==> src/rtl/debounced_mode_select.sv <==
// Button conditioning (sync, debounce, edge pulses) feeding a mode/difficulty selector.
// Mode either latches on the lowest-index press (STICKY=1) or follows the lowest held button.
module debounced_mode_select #(
    parameter int NUM_BTN         = 5,
    parameter int DEBOUNCE_CYCLES = 500000,
    parameter int MODE_W          = 32,
    parameter int DEFAULT_MODE    = 0,
    parameter bit STICKY          = 1'b1
) (
    input  logic               clock,
    input  logic               anti_reset,
    input  logic [NUM_BTN-1:0] btn_raw,
    input  logic               enable,
    output logic [NUM_BTN-1:0] btn_level,
    output logic [NUM_BTN-1:0] btn_press,
    output logic [NUM_BTN-1:0] btn_release,
    output logic [MODE_W-1:0]  mode_out,
    output logic               mode_valid,
    output logic               mode_changed
);

    localparam int                CNT_W        = $clog2(DEBOUNCE_CYCLES + 1);
    localparam logic [CNT_W-1:0]  CNT_LAST     = CNT_W'(DEBOUNCE_CYCLES - 1);
    localparam logic [MODE_W-1:0] MODE_DEFAULT = MODE_W'(DEFAULT_MODE);

    logic [NUM_BTN-1:0] sync_1;
    logic [NUM_BTN-1:0] sync_2;
    logic [CNT_W-1:0]   cnt      [NUM_BTN];
    logic [CNT_W-1:0]   cnt_next [NUM_BTN];
    logic [NUM_BTN-1:0] level_next;
    logic [MODE_W-1:0]  mode_next;
    logic               valid_next;

    // Lowest set index wins; an empty vector maps to the default code.
    function automatic logic [MODE_W-1:0] lowest_code(input logic [NUM_BTN-1:0] vec);
        logic [MODE_W-1:0] code;
        code = MODE_DEFAULT;
        for (int i = NUM_BTN - 1; i >= 0; i--) begin
            if (vec[i]) code = MODE_W'(i + 1);
        end
        return code;
    endfunction

    always_comb begin
        level_next = btn_level;
        for (int i = 0; i < NUM_BTN; i++) begin
            cnt_next[i] = '0;
            if (sync_2[i] != btn_level[i]) begin
                if (cnt[i] == CNT_LAST) begin
                    level_next[i] = sync_2[i];
                end else begin
                    cnt_next[i] = cnt[i] + 1'b1;
                end
            end
        end
    end

    always_comb begin
        mode_next  = mode_out;
        valid_next = mode_valid;
        if (enable) begin
            if (STICKY) begin
                if (|btn_press) begin
                    mode_next  = lowest_code(btn_press);
                    valid_next = 1'b1;
                end
            end else begin
                mode_next  = lowest_code(btn_level);
                valid_next = |btn_level;
            end
        end
    end

    always_ff @(posedge clock) begin
        if (!anti_reset) begin
            sync_1       <= '0;
            sync_2       <= '0;
            for (int i = 0; i < NUM_BTN; i++) cnt[i] <= '0;
            btn_level    <= '0;
            btn_press    <= '0;
            btn_release  <= '0;
            mode_out     <= MODE_DEFAULT;
            mode_valid   <= 1'b0;
            mode_changed <= 1'b0;
        end else begin
            sync_1       <= btn_raw;
            sync_2       <= sync_1;
            for (int i = 0; i < NUM_BTN; i++) cnt[i] <= cnt_next[i];
            btn_level    <= level_next;
            btn_press    <= level_next & ~btn_level;
            btn_release  <= ~level_next & btn_level;
            mode_out     <= mode_next;
            mode_valid   <= valid_next;
            mode_changed <= (mode_next != mode_out);
        end
    end

endmodule

==> config.mk <==
export PLATFORM = sky130hd
export DESIGN_NAME = debounced_mode_select
export DESIGN_NICKNAME = d
export VERILOG_FILES = /design/src/rtl/debounced_mode_select.sv
export SDC_FILE = /design/constraint.sdc
export NUM_CORES = 1
export LEC_CHECK = 0
export ABC_AREA = 1
export CAP_MARGIN = 20
export CORE_UTILIZATION = 45
export DETAILED_ROUTE_END_ITERATION = 10
export MAX_ROUTING_LAYER = met4
export PLACE_DENSITY = 0.76
export REMOVE_ABC_BUFFERS = 1
export SLEW_MARGIN = 20
export SYNTH_ARGS = -nofsm -noshare
export SYNTH_HDL_FRONTEND = slang
export SYNTH_SLANG_ARGS = --single-unit
==> constraint.sdc <==
create_clock -name clock -period 2.1 [get_ports clock]
set_input_delay 0.42 -clock clock [delete_from_list [all_inputs] [get_ports clock]]
set_output_delay 0.42 -clock clock [all_outputs]
set_load 0.005 [all_outputs]
* Word level (Yosys, flattened, before mapping) *
Memory sizes are Yosys's and may differ from the RTL's.
Cells that the tools add are included.

operators by class
  add/subtract/negate cells = 5
  equality and inequality tests = 11
  multiplexer cells = 34
  bitwise logic cells = 9
  reductions and logical operators = 2

operators with widths
  operator                                        number
  two-way mux 19 bit                              15
  two-way mux 32 bit                              6
  adder 19 x 1 -> 19 bit (second input constant)  5
  equality test 19 bit (second input constant)    5
  inequality test 32 bit                          1
  two-way mux 1 bit                               12
  bitwise AND 5 bit                               2
  NOT 5 bit                                       2
  inequality test 1 bit                           5
  OR 1 bit                                        5
  OR reduction 5 bit                              1
  two-way mux 3 bit                               1
  AND reduction 2 bit                             1

word-level totals
  register bits = 59
  bits in writable memories = 95
  memories = 1

memory list
  memory  depth  width  rd ports  clocked after memory_dff  write ports  line  source
  cnt     5      19     5         0                         5            28    logic [CNT_W-1:0] cnt [NUM_BTN];

* Longest topological paths before layout *
  depth in word-level cells = 8
  gate-level depth with buffers = 11
  gate-level depth less buffers = 11

* Worst setup path after synthesis *
OpenSTA, ideal clock, no wires.

  path type = register -> register
  from = memory cnt[0][76] in the netlist's numbering
  to = memory cnt[0][84] in the netlist's numbering
  setup time = 0.114 ns
  data arrival time = 1.386 ns
  required time = 1.986 ns
  path slack = 0.600 ns
  stages on the path, launching flop included = 10
  buffers on the path = 1
  clock period less this slack = 1.500 ns
  cell sequence = dfxtp_1 > ha_1 > nand2_1 > inv_1 > nand2_1 > nor2_1 > nand2_1 > nand2_2 > buf_6 > nor2_1

RTL lines
  item                line
  start: declaration  28

* Final worst setup path *
  from = register btn_press[2]
  to = output port btn_press[2]

RTL lines
  item                      line  source
  start: declaration        15    output logic [NUM_BTN-1:0] btn_press,
  start signal: assignment  90    btn_press <= level_next & ~btn_level;

No word-level cell between the ends.

==> results.toml <==
[logic_synthesis]
synth_top_cell_area_share_pct = 45.52
synthTopCellsByArea = "dfxtp_1 (46%), nand2_1 (11%), nor2_1 (9.4%), inv_1 (7.8%), nand3_1 (3.8%)"
yosysSeqAreaShare_pct = 45.52
synth_ff_type = "dfxtp_1"
yosys.area.top_type = "dfxtp_1"
synth.distinct_cells = 34
syn_area_um2 = 6773
synth-edff-count = 0
ys_ff_latch = 154
avgSynthCellArea_um2 = 7.144
synth_warnings = 0
async_reset_ff_share_pct = 0
synthCells = 948

[clock_network]
cts_num_sinks = 154
cts_setup_buffers = 0
holdBufCountCts = 0
clockBufferDepth = 2
post_cts_resized = 0
htreeDepth = 4
cts_root_buf = "clkbuf_16"
cts_tree = "done"
clk_pin_slew_ps = 60
clk_latency_ps = 420
cts_buffers = 17

[floorplan]
core-area_um2 = 14590
ios = 57
core.rowCount = 44
fp.dieW_um = 124.7
fp.dieH_um = 124.7
initial_core_util_pct = 46.42
floorplan.die_area_um2 = 15550

[run]
max_cap_viol_count = 0

[sta]
finalSetupViolCount = 0
finalMaxSlewViolations = 0
fmax_mhz = 544.5
hold_violations = 0
tightest_slew_ps = 579.7
finClkSkew_ps = 3.529
rsz0062_at_grt = "no"
layout_min_cycle_time_ps = 1837
fin_hold_ws_ps = 418.8
layout_worst_path_cycle_share_pct = 87.46
slew_headroom_pct = 61.26
finalSetupTns_ps = 0

[routing]
routedWlPerCell_um = 11.24
drt-total-wl_mm = 13.59
detail_route.drc_violations = 0
firstDrtPassIters = 4
ant_nets = 0
vias_per_cell = 4.773
vias = 5770
initialDrtViolationCount = 390

[worst_setup_path]
path_cells = "clkdlybuf4s50_1"
timing.critical_path.fanout_max = 3
crit_path_end_kind = "output pin"
cp_slowest_stage_delay_ps = 550
crit_family = "buffers and inverters"
critical_path_class = "flip-flop to output pin"
arrival_ps = 1420
cp_num_buf_inv = 1
crit_required_ps = 1680
critPathSlowestCell = "clkdlybuf4s50_1"
crit_path_start_kind = "flip-flop"

[grt]
grt_pass1_vias = 5443
grt.total_usage_pct = 19.25
antenna_found_initial = 0
overflow = 0
grt_pass1_wl_mm = 24.28
grt_max_degree = 25

[placed_design]
place_area_um2 = 7531
port_buffers = 56
place.gp.congestion = 0.8963
dpl.cell_count = 1178
dpl.hpwl_mm = 9.808

[cells_and_area]
drive_above_1_share_pct = 7.415
final_util_pct = 55.65
syn_to_final_growth_pct = 19.88
layout.cells.non_filler = 1209
diodes = 0
final_nets = 1026
fillCellCount = 1333
fin_area_um2 = 8119

[outcome]
status = "completed"

[power]
powerDensity_nw_per_um2 = 746.5
power_leakage_nw = 3.133
irDropWorstVdd_uv = 596.3

[hold_path]
hp-class = "flip-flop to flip-flop"
## layer usage
layer  global-route usage, %  vias up  share of wire [%]
li1                        -     3097                  -
met1                   24.28     2580                 50
met2                   30.32       75                 46
met3                   4.897       18                3.0
met4                   5.599        0                1.4
met5                       -        -                  0
## report_power, final
group          internal, mW  switching (mW)
sequential             2.93         0.00733
combinational        0.0249          0.0507
clock                  1.92            1.12
## cell families (layout without fill, tap and decap cells)
| group | Yosys count | in the layout | synth area share, % |
|---|---|---|---|
| AND/OR/NAND/NOR | 546 | 546 | 36.56 |
| buffers and inverters | 159 | 236 | 9.126 |
| flip-flops | 154 | 154 | 45.52 |
| AO/OA/AOI/OAI | 58 | 58 | 4.508 |
| XOR/XNOR | 26 | 26 | 3.362 |
| adder cells (fa/ha/maj) | 5 | 5 | 0.9237 |
## cells in the mapped netlist, types with 8 or more instances
master,n
inv_1,140
nor3_1,44
nor2_2,8
o21ai_0,14
dfxtp_1,154
a21oi_1,37
xor2_1,22
nand2_2,8
nand3_1,52
nand2_1,200
nor2_1,170
nand4_1,28
## sequential cells by signal (all words and copies together) (netlist names)
register	cells
cnt	95
mode_out	32
btn_level	5
btn_press	5
btn_release	5
sync_1	5
sync_2	5
mode_changed	1
mode_valid	1
## path summary, 6_finish.rpt
| kind | depth (start not counted) | endpoint | slack [ps] | startpoint |
|---|---|---|---|---|
| worst max register to register | 8 | cnt[0][73] | 350 | cnt[0][57] |
| worst max-delay path | 1 | btn_press[2] | 260 | btn_press[2] |
| worst min-delay path | 2 | sync_2[4] | 420 | sync_1[4] |
| worst min register to register | 2 | sync_2[4] | 420 | sync_1[4] |
## through the flow
step           worst slack (ps)  total power [mW]
5_1_grt                   143.8             6.249
4_1_cts                   230.6             6.121
3_5_place_dp              263.4             3.081
6_report                  263.4             6.061
2_1_floorplan             597.1             3.036
3_3_place_gp              270.2             3.080
## placed cells by master, fill, tap and decap left out, types with 14 or more instances in the layout
master           netlist  final
nand3_1               52     52
nand4_1               28     28
nand2_1              200    200
inv_1                140    140
clkbuf_16              0     17
a21oi_1               37     37
nor2_1               170    170
clkdlybuf4s50_1        0     55
dfxtp_1              154    154
nor3_1                44     44
xor2_1                22     22
o21ai_0               14     14
## cell type report
type	count	area, um2	share of cell area [%]
timing repair buffer	61	605.6	7.459
tap	184	230.2	2.836
clock buffer	24	471.7	5.810
inverter	144	540.5	6.657
multi-input combinational	635	3072	37.83
sequential	154	3083	37.97
clock inverter	7	116.4	1.433
No activity file was read; power rests on OpenSTA's default activity.
